<file path="config.mk">
export PLATFORM = sky130hd
export DESIGN_NAME = pop_sample_feeder_flat
export DESIGN_NICKNAME = d
export VERILOG_FILES = /design/src/rtl/pop_sample_feeder_pkg.sv /design/src/rtl/pop_sample_feeder_if.sv /design/src/rtl/pop_sample_feeder_ram.sv /design/src/rtl/pop_sample_feeder.sv /design/src/flat_wrapper.sv
export SDC_FILE = /design/constraint.sdc
export NUM_CORES = 1
export LEC_CHECK = 0
export ABC_CLOCK_PERIOD_IN_PS = 4200
export BUFFER_PORTS_ARGS = -buffer_cell sky130_fd_sc_hd__buf_2
export CAP_MARGIN = 20
export CORE_MARGIN = 3
export CORE_UTILIZATION = 55
export DETAILED_ROUTE_END_ITERATION = 12
export PLACE_DENSITY_LB_ADDON = 0.3
export REMOVE_ABC_BUFFERS = 1
export SLEW_MARGIN = 10
export SYNTH_ARGS = -nofsm -noshare
export SYNTH_HDL_FRONTEND = slang
export SYNTH_SLANG_ARGS = --single-unit
</file>
<file path="constraint.sdc">
create_clock -name clk -period 4.2 [get_ports clk]
set_clock_uncertainty 0.2 [all_clocks]
set_input_delay 0.84 -clock clk [delete_from_list [all_inputs] [get_ports clk]]
set_output_delay 0.84 -clock clk [all_outputs]
set_load 0.005 [all_outputs]
</file>
<file path="src/rtl/pop_sample_feeder_pkg.sv">
// Shared sample type for the pop/ack sample feeder and the resampler bench.
package pop_sample_feeder_pkg;
    localparam int SAMPLE_W = 24;
    typedef logic signed [SAMPLE_W-1:0] sample_t;
endpackage

</file>
<file path="src/rtl/pop_sample_feeder_if.sv">
// Pop/ack/data bus between the resampler (master) and the sample feeder (slave).
interface pop_sample_feeder_if
    import pop_sample_feeder_pkg::*;
#(
    parameter int NUM_CH = 2
);
    logic [NUM_CH-1:0]          pop;
    logic [NUM_CH-1:0]          ack;
    logic [SAMPLE_W*NUM_CH-1:0] data;

    modport master (output pop, input ack, input data);
    modport slave  (input pop, output ack, output data);
endinterface

</file>
<file path="src/rtl/pop_sample_feeder_ram.sv">
// Simple dual-port sample RAM: synchronous write, synchronous read with 1-cycle latency.
module pop_sample_feeder_ram
    import pop_sample_feeder_pkg::*;
#(
    parameter int ADDR_W = 5,
    parameter int WORDS  = 32
) (
    input  logic              clk,
    input  logic              we_i,
    input  logic [ADDR_W-1:0] waddr_i,
    input  sample_t           wdata_i,
    input  logic              re_i,
    input  logic [ADDR_W-1:0] raddr_i,
    output sample_t           rdata_o
);
    sample_t mem_q [WORDS];
    sample_t rdata_q;

    always_ff @(posedge clk) begin
        if (we_i) mem_q[waddr_i] <= wdata_i;
        if (re_i) rdata_q <= mem_q[raddr_i];
    end

    assign rdata_o = rdata_q;
endmodule

</file>
<file path="src/rtl/pop_sample_feeder.sv">
// Per-channel sample FIFOs answering the resampler pop/ack protocol.
// Define POP_SAMPLE_FEEDER_UNDERRUN_ZERO_EN to serve pops on empty channels with zero samples.
module pop_sample_feeder
    import pop_sample_feeder_pkg::*;
#(
    parameter int NUM_CH      = 2,
    parameter int NUM_CH_LOG2 = 1,
    parameter int DEPTH_LOG2  = 4
) (
    input  logic                   clk,
    input  logic                   rst,
    input  logic                   wr_en_i,
    input  logic [NUM_CH_LOG2-1:0] wr_ch_i,
    input  sample_t                wr_data_i,
    pop_sample_feeder_if.slave     bus,
    output logic [NUM_CH-1:0]      empty_o,
    output logic [NUM_CH-1:0]      full_o,
    output logic                   overflow_o,
    output logic                   underrun_o
);
    localparam int ADDR_W = NUM_CH_LOG2 + DEPTH_LOG2;
    localparam int CNT_W  = DEPTH_LOG2 + 1;
    localparam logic [CNT_W-1:0] DEPTH = CNT_W'(1) << DEPTH_LOG2;

    logic [DEPTH_LOG2-1:0] wr_ptr_q [NUM_CH];
    logic [DEPTH_LOG2-1:0] wr_ptr_d [NUM_CH];
    logic [DEPTH_LOG2-1:0] rd_ptr_q [NUM_CH];
    logic [DEPTH_LOG2-1:0] rd_ptr_d [NUM_CH];
    logic [CNT_W-1:0]      count_q  [NUM_CH];
    logic [CNT_W-1:0]      count_d  [NUM_CH];
    sample_t               lane_q   [NUM_CH];
    sample_t               lane_d   [NUM_CH];
    logic [NUM_CH-1:0]     pending_q, pending_d, ack_q, ack_d;
    logic [NUM_CH-1:0]     empty_q, empty_d, full_q, full_d;
    logic                  overflow_q, overflow_d, underrun_q, underrun_d, zero_q, zero_d;

    logic [NUM_CH-1:0]      has_data, serviceable, grant_mask;
    logic                   grant_vld, grant_has_data;
    logic [NUM_CH_LOG2-1:0] grant_ch;
    logic [DEPTH_LOG2-1:0]  grant_ptr;
    logic                   ram_we;
    logic [ADDR_W-1:0]      ram_waddr;
    sample_t                ram_rdata, resp_data;
    logic [SAMPLE_W*NUM_CH-1:0] data_o;

    always_comb begin
        for (int c = 0; c < NUM_CH; c++) has_data[c] = (count_q[c] != '0);
    end

`ifdef POP_SAMPLE_FEEDER_UNDERRUN_ZERO_EN
    assign serviceable = '1;
`else
    assign serviceable = has_data;
`endif

    // Fixed-priority arbiter: lowest pending, serviceable channel wins
    always_comb begin
        grant_vld      = 1'b0;
        grant_ch       = '0;
        grant_ptr      = '0;
        grant_has_data = 1'b0;
        for (int c = NUM_CH - 1; c >= 0; c--) begin
            if (pending_q[c] && serviceable[c]) begin
                grant_vld      = 1'b1;
                grant_ch       = NUM_CH_LOG2'(c);
                grant_ptr      = rd_ptr_q[c];
                grant_has_data = has_data[c];
            end
        end
        grant_mask = grant_vld ? (NUM_CH'(1) << grant_ch) : '0;
    end

    always_comb begin
        pending_d  = (pending_q & ~grant_mask) | (bus.pop & ~pending_q);
        ack_d      = grant_mask;
        zero_d     = grant_vld & ~grant_has_data;
        underrun_d = underrun_q | zero_d;
        overflow_d = overflow_q;
        ram_we     = 1'b0;
        ram_waddr  = '0;
        resp_data  = zero_q ? sample_t'(0) : ram_rdata;
        for (int c = 0; c < NUM_CH; c++) begin
            logic push_ok;
            logic serve;
            push_ok     = 1'b0;
            serve       = grant_mask[c] & has_data[c];
            wr_ptr_d[c] = wr_ptr_q[c];
            rd_ptr_d[c] = rd_ptr_q[c];
            if (wr_en_i && wr_ch_i == NUM_CH_LOG2'(c)) begin
                if (count_q[c] == DEPTH) begin
                    overflow_d = 1'b1;
                end else begin
                    push_ok     = 1'b1;
                    ram_we      = 1'b1;
                    ram_waddr   = {NUM_CH_LOG2'(c), wr_ptr_q[c]};
                    wr_ptr_d[c] = wr_ptr_q[c] + DEPTH_LOG2'(1);
                end
            end
            if (serve) rd_ptr_d[c] = rd_ptr_q[c] + DEPTH_LOG2'(1);
            count_d[c] = count_q[c] + CNT_W'(push_ok) - CNT_W'(serve);
            empty_d[c] = (count_d[c] == '0);
            full_d[c]  = (count_d[c] == DEPTH);
            // Lane follows the RAM output only in its ack cycle, then holds
            lane_d[c]  = ack_q[c] ? resp_data : lane_q[c];
        end
    end

    always_ff @(posedge clk or negedge rst) begin
        if (!rst) begin
            for (int c = 0; c < NUM_CH; c++) begin
                wr_ptr_q[c] <= '0;
                rd_ptr_q[c] <= '0;
                count_q[c]  <= '0;
                lane_q[c]   <= '0;
            end
            pending_q  <= '0;
            ack_q      <= '0;
            empty_q    <= '1;
            full_q     <= '0;
            overflow_q <= 1'b0;
            underrun_q <= 1'b0;
            zero_q     <= 1'b0;
        end else begin
            for (int c = 0; c < NUM_CH; c++) begin
                wr_ptr_q[c] <= wr_ptr_d[c];
                rd_ptr_q[c] <= rd_ptr_d[c];
                count_q[c]  <= count_d[c];
                lane_q[c]   <= lane_d[c];
            end
            pending_q  <= pending_d;
            ack_q      <= ack_d;
            empty_q    <= empty_d;
            full_q     <= full_d;
            overflow_q <= overflow_d;
            underrun_q <= underrun_d;
            zero_q     <= zero_d;
        end
    end

    pop_sample_feeder_ram #(
        .ADDR_W (ADDR_W),
        .WORDS  (NUM_CH << DEPTH_LOG2)
    ) u_ram (
        .clk     (clk),
        .we_i    (ram_we),
        .waddr_i (ram_waddr),
        .wdata_i (wr_data_i),
        .re_i    (grant_vld & grant_has_data),
        .raddr_i ({grant_ch, grant_ptr}),
        .rdata_o (ram_rdata)
    );

    always_comb begin
        for (int c = 0; c < NUM_CH; c++) data_o[c*SAMPLE_W +: SAMPLE_W] = lane_d[c];
    end

    assign bus.ack    = ack_q;
    assign bus.data   = data_o;
    assign empty_o    = empty_q;
    assign full_o     = full_q;
    assign overflow_o = overflow_q;
    assign underrun_o = underrun_q;
endmodule
</file>
<file path="src/flat_wrapper.sv">
// flat-port wrapper written by rule: the top's interface ports become plain ports
module pop_sample_feeder_flat import pop_sample_feeder_pkg::*;
#(
    parameter int NUM_CH      = 2,
    parameter int NUM_CH_LOG2 = 1,
    parameter int DEPTH_LOG2  = 4
)
  (clk, rst, wr_en_i, wr_ch_i, wr_data_i, empty_o, full_o, overflow_o, underrun_o, bus_pop, bus_ack, bus_data);
  pop_sample_feeder_if #(.NUM_CH(NUM_CH)) bus_i ();
  input  logic clk;
  input  logic rst;
  input  logic wr_en_i;
  input  logic [NUM_CH_LOG2-1:0] wr_ch_i;
  input  sample_t wr_data_i;
  output logic [NUM_CH-1:0] empty_o;
  output logic [NUM_CH-1:0] full_o;
  output logic overflow_o;
  output logic underrun_o;
  input wire logic [$bits(bus_i.pop)-1:0] bus_pop;
  output wire logic [$bits(bus_i.ack)-1:0] bus_ack;
  output wire logic [$bits(bus_i.data)-1:0] bus_data;
  assign bus_i.pop = bus_pop;
  assign bus_ack = bus_i.ack;
  assign bus_data = bus_i.data;
  pop_sample_feeder #(.NUM_CH(NUM_CH), .NUM_CH_LOG2(NUM_CH_LOG2), .DEPTH_LOG2(DEPTH_LOG2)) u_core (.clk(clk), .rst(rst), .wr_en_i(wr_en_i), .wr_ch_i(wr_ch_i), .wr_data_i(wr_data_i), .bus(bus_i), .empty_o(empty_o), .full_o(full_o), .overflow_o(overflow_o), .underrun_o(underrun_o));
endmodule
</file>
# == Yosys cells after proc, flatten, opt, wreduce, memory -nomap -nowiden ==
# Memory sizes are Yosys's and may differ from the RTL's. A register that Yosys moved wholly into a read port is not among the register bits.
# Index checks and enable logic that the tools add are counted.
# totals
register_bits,85
mem_bits_rw,768
out_inout_bits,56
word_cells,80
memories,1
# classes
add_sub_neg,8
eq_ne,4
shift,1
n_mux,27
bitwise_logic,14
n_reduce_logical,10
# memory_table
memory,depth,width,read_ports,rd_clocked_by_memory_dff,write_ports,line_no,source
u_core.u_ram.mem_q,32,24,1,1,1,pop_sample_feeder_ram.sv:16,sample_t mem_q [WORDS];
# op_table
operator,n
24-bit two-way mux,3
"5-bit == test, second input constant",4
1-bit two-way mux,17
"4-bit by 1-bit adder with 4-bit output, second input constant",4
5-bit two-way mux,3
4-bit two-way mux,3
5-bit by 1-bit adder with 5-bit output,2
5-bit zero test,2
5-bit nonzero test,2
5-bit by 1-bit subtractor with 5-bit output,2
1-bit bitwise AND,4
2-bit bitwise AND,2
1-bit logical AND,4
1-bit inverter,4
2-bit inverter,2
2-bit AND reduction,2
2-bit two-way mux,1
2-bit OR,1
"1-bit by 1-bit << shifter with 2-bit output, first input constant",1
1-bit OR,1

# == Logic depth before layout (Yosys ltp) ==
# logic_depth
depth_word,9
depth_mapped,17

# == By module ==
# From an unflattened synthesis, not the netlist that was laid out.
# hier_totals
cells_unflattened,1985
area_unflattened_um2,34458.0
# modules_own_cells
module,n_inst,cells_each,area_per_inst_um2,seq_area_each_um2
pop_sample_feeder_ram,1,1711,30723.2,23782.8
pop_sample_feeder,1,274,3734.8,2129.5

# == Least setup slack after synthesis ==
# No wires, ideal clock.
# synth_timing
path_kind,input to register
from,in wr_en_i
to,"mem u_core.u_ram.mem_q[4][0] in the netlist's numbering, enable pin"
setup_time_ns,0.405
t_arrival_ns,2.831
required_ns,3.595
slack_ns,0.764
path_stages,6
path_buffers,2
cell_sequence,and3b_1 > clkbuf_1 > buf_1 > a22oi_1 > o211ai_1 > nor2_1
# synth_between
elab_chain_cells,6
word_cells_on_any_way,10
cone_classes,8 x mux; 2 x reduce/logical
# synth_rtl
element,line_no,source
from (decl),flat_wrapper.sv:12,input logic wr_en_i;
1-bit logical AND,pop_sample_feeder.sv:89,if (wr_en_i && wr_ch_i == NUM_CH_LOG2'(c)) begin
1-bit two-way mux,pop_sample_feeder.sv:89,
1-bit two-way mux,pop_sample_feeder.sv:90,if (count_q[c] == DEPTH) begin
1-bit two-way mux,pop_sample_feeder.sv:89,
1-bit two-way mux,pop_sample_feeder_ram.sv:20,if (we_i) mem_q[waddr_i] <= wdata_i;
1-bit two-way mux (implied by the code),pop_sample_feeder_ram.sv:20,
to (decl),pop_sample_feeder_ram.sv:16,
# Parallel ways exist; a longest one is shown, timed or not.

# == Final worst setup path ==
# layout_timing
from,reg u_core.count_q[7] in the netlist's numbering
to,reg u_core.u_ram.rdata_q[9] (netlist: u_core.u_ram.rdata_o[9]) (read register of u_core.u_ram.mem_q) (data pin)
# layout_between
elab_chain_cells,4
word_cells_on_any_way,7
cone_classes,4 x mux; 1 x bitwise; 2 x reduce/logical
# layout_rtl
element,line_no,source
from (decl),pop_sample_feeder.sv:29,logic [CNT_W-1:0] count_q [NUM_CH];
"from (signal, indexed assignment)",pop_sample_feeder.sv:127,count_q[c] <= count_d[c];
5-bit nonzero test (*),pop_sample_feeder.sv:47,for (int c = 0; c < NUM_CH; c++) has_data[c] = (count_q[c] != '0);
1-bit logical AND,pop_sample_feeder.sv:63,if (pending_q[c] && serviceable[c]) begin
1-bit two-way mux,pop_sample_feeder.sv:63,
1-bit bitwise AND,pop_sample_feeder.sv:148,".re_i (grant_vld & grant_has_data),"
to (decl),pop_sample_feeder_ram.sv:17,sample_t rdata_q;
# Mark *: on every way between the ends. The rest lies on a longest branch, timed or not.
# A chain may end at the register's enable or synchronous reset.

==> flow_summary.ini <==
[global_routing]
antenna_found_initial = 5
grt_usage = 0.273
grt_overflow = 0
grt_max_degree = 74
grt_pass1_wl_mm = 133
grt_pass1_vias = 21100

[worst_setup_path]
rr_endpoint = u_core.u_ram.rdata_o[9]$_DFFE_PP_
critPathRequiredTime_ps = 4380
crit_fanout = 63
critPathKind = reg -> reg
cp-start-kind = flip-flop
critPathCaptureType = flip-flop
crit_arrival_ps = 4040
regToRegSetupSlack_ps = 340
worstSetupEndpoint = u_core.u_ram.rdata_o[9]$_DFFE_PP_
cp-startpoint = u_core.count_q[7]$_DFF_PN0_
r2r-start = u_core.count_q[7]$_DFF_PN0_
reg2regPathDepth = 11

[detailed_routing]
wirelength_mm = 90.3
ant_nets = 0
vias_per_cell = 6.24
num_vias = 21500
drt-initial-drc-count = 2788
drt_pass1_iterations = 6
route.detailed.drc = 0
wl_per_cell_um = 26.1

[cts]
tritoncts = built
cts_max_path_buffers = 3
hold_buffers = 0
htreeDepth = 3
root_buffer = clkbuf_16
cts_setup_buffers = 0
cts.sink_count = 877
cts_buffers = 88
clk_pin_slew_ps = 60
cts_resized = 0
worst_skew_pair.late_latency_ps = 640

[placed_design]
port_buffers = 85
dp.cells = 3293
dp_slack_ps = 468
hpwl_mm = 54.9
place_congestion = 0.875

[hold_path]
hold_path.class = in -> async

[sta]
fin_setup_tns_ps = 0
min_period_ps = 3860
period_share = 0.919
hold_viol_final = 0
maxSlewViolCount = 0
grt_setup_unrepaired = false
setup_violations = 0
fin_ws_ps = 338
tightest_slew_ps = 1060
timing.fmax_mhz = 259
slew_headroom = 0.294

[run_status]
status = complete, no violations

[finish]
area_growth_pct = 13.9
drive_gt1_frac = 0.184
final_util = 0.634
nets = 2594
stdcell_count = 3455
layout.cells.most_common = edfxtp_1
final_cell_mix = edfxtp_1 (792), nand2_1 (521), nand3_1 (217), buf_4 (116), clkbuf_16 (90)

[floorplan]
pin_count = 86
core_area_um2 = 61800
row_count = 91
die_area_um2 = 65600
start_util = 0.557
die_x_um = 256
die_height_um = 256

[synth]
seq_area_frac_synth = 0.753
synth_seq_cells = 877
syn_area_um2 = 34400
synth_async_sr_flop_share = 0.0969
synth_warnings = 0
syn_area_per_cell_um2 = 14.4
ys_types = 63
ys.flop_type = edfxtp_1
syn_inst = 2393
synth_edf_count = 792

[pwr]
cellPowerDensity_nw_per_um2 = 714
peakVddDrop_mv = 0.465
p_leak_nw = 13.9

[job]
drv_cap = 0
synthesized netlist by cell type, types with 20 or more instances:
cell type	instances	area, µm²
inv_1	23	86.3
mux2_2	89	1000
nor2_1	65	244
nor4_1	20	125
a21oi_1	30	150
nand3_1	217	1090
mux2i_1	28	280
edfxtp_1	792	23800
buf_2	60	300
clkbuf_1	66	248
a211oi_1	47	353
a31oi_1	30	188
nand4_1	46	288
and3_1	54	338
dfrtp_1	83	2080
nor2b_1	26	163
nand2_1	522	1960
a311oi_1	22	193
area by class of cell:
type | instances | area (µm²)
Clock buffer | 111 | 2340
Inverter | 24 | 90.1
Clock inverter | 50 | 474
Sequential cell | 877 | 25900
Timing Repair Buffer | 209 | 1470
Antenna cell | 1 | 2.50
Tap cell | 837 | 1050
Fill cell | 4391 | 22600
Multi-Input combinational cell | 1346 | 7860
through the flow:
stage | area [µm²] | power (mW) | hold slack [ps]
2_1_floorplan | 33700 | 16.3 | 176
3_3_place_gp | 36400 | 20.1 | 160
3_5_place_dp | 36400 | 20.3 | 160
4_1_cts | 39200 | 28.0 | 133
5_1_grt | 39200 | 29.2 | 183
6_report | 39200 | 28.0 | 121
worst max-delay path, cell delays in order (launching register included):
cell,delay [ps]
dfrtp_1,380
inv_1,80
ha_1,190
nor4b_4,410
o2111ai_4,390
nand2_4,330
buf_12,300
buf_4,290
a211oi_1,130
a311oi_1,260
a31oi_1,100
nor4_1,460
per-layer routing:
metal	GRT usage	up-vias	wire, µm
met4	0.117	2	3660
met2	0.416	1312	41500
met3	0.0613	236	9950
met1	0.384	10800	35200
li1	-	9227	-
met5	0	-	13
flip-flops by register name, summed over array words and instances (netlist names):
| signal | count |
|---|---|
| u_core.wr_ptr_q | 8 |
| u_core.empty_o | 2 |
| u_core.underrun_o | 1 |
| u_core.zero_q | 1 |
| u_core.pending_q | 2 |
| u_core.u_ram.mem_q | 768 |
| u_core.lane_q | 48 |
| u_core.overflow_o | 1 |
| u_core.full_o | 2 |
| u_core.u_ram.rdata_o | 24 |
| u_core.bus.ack | 2 |
| u_core.count_q | 10 |
| u_core.rd_ptr_q | 8 |
kinds of logic (layout without fill, tap and decap cells):
family / after synthesis / in the layout / share of synthesized area
fa+ha+maj: 18 / 18 / 0.00698
mux: 117 / 117 / 0.0373
simple gates: 981 / 981 / 0.130
compound gates: 211 / 211 / 0.0449
flops: 877 / 877 / 0.753
xor+xnor: 18 / 18 / 0.00458
other cells: 1 / 2 / 0.000109
buf+inv: 170 / 394 / 0.0234
worst min path at each step:
stage / startpoint / endpoint / slack [ps] / cells after the start
floorplan: u_core.underrun_o$_DFF_PN0_ / u_core.underrun_o$_DFF_PN0_ / 180 / 0
global placement: u_core.underrun_o$_DFF_PN0_ / u_core.underrun_o$_DFF_PN0_ / 160 / 0
detailed placement: u_core.underrun_o$_DFF_PN0_ / u_core.underrun_o$_DFF_PN0_ / 160 / 0
CTS: rst / u_core.lane_q[32]$_DFF_PN0_ / 130 / 1
global route: u_core.underrun_o$_DFF_PN0_ / u_core.underrun_o$_DFF_PN0_ / 180 / 0
finish: rst / u_core.count_q[3]$_DFF_PN0_ / 120 / 1
where the power goes:
group / internal (mW) / switching [mW]
combinational: 3.28 / 5.90
clock: 4.40 / 3.24
sequential: 10.5 / 0.658
Power figures use the tool's default switching activity.
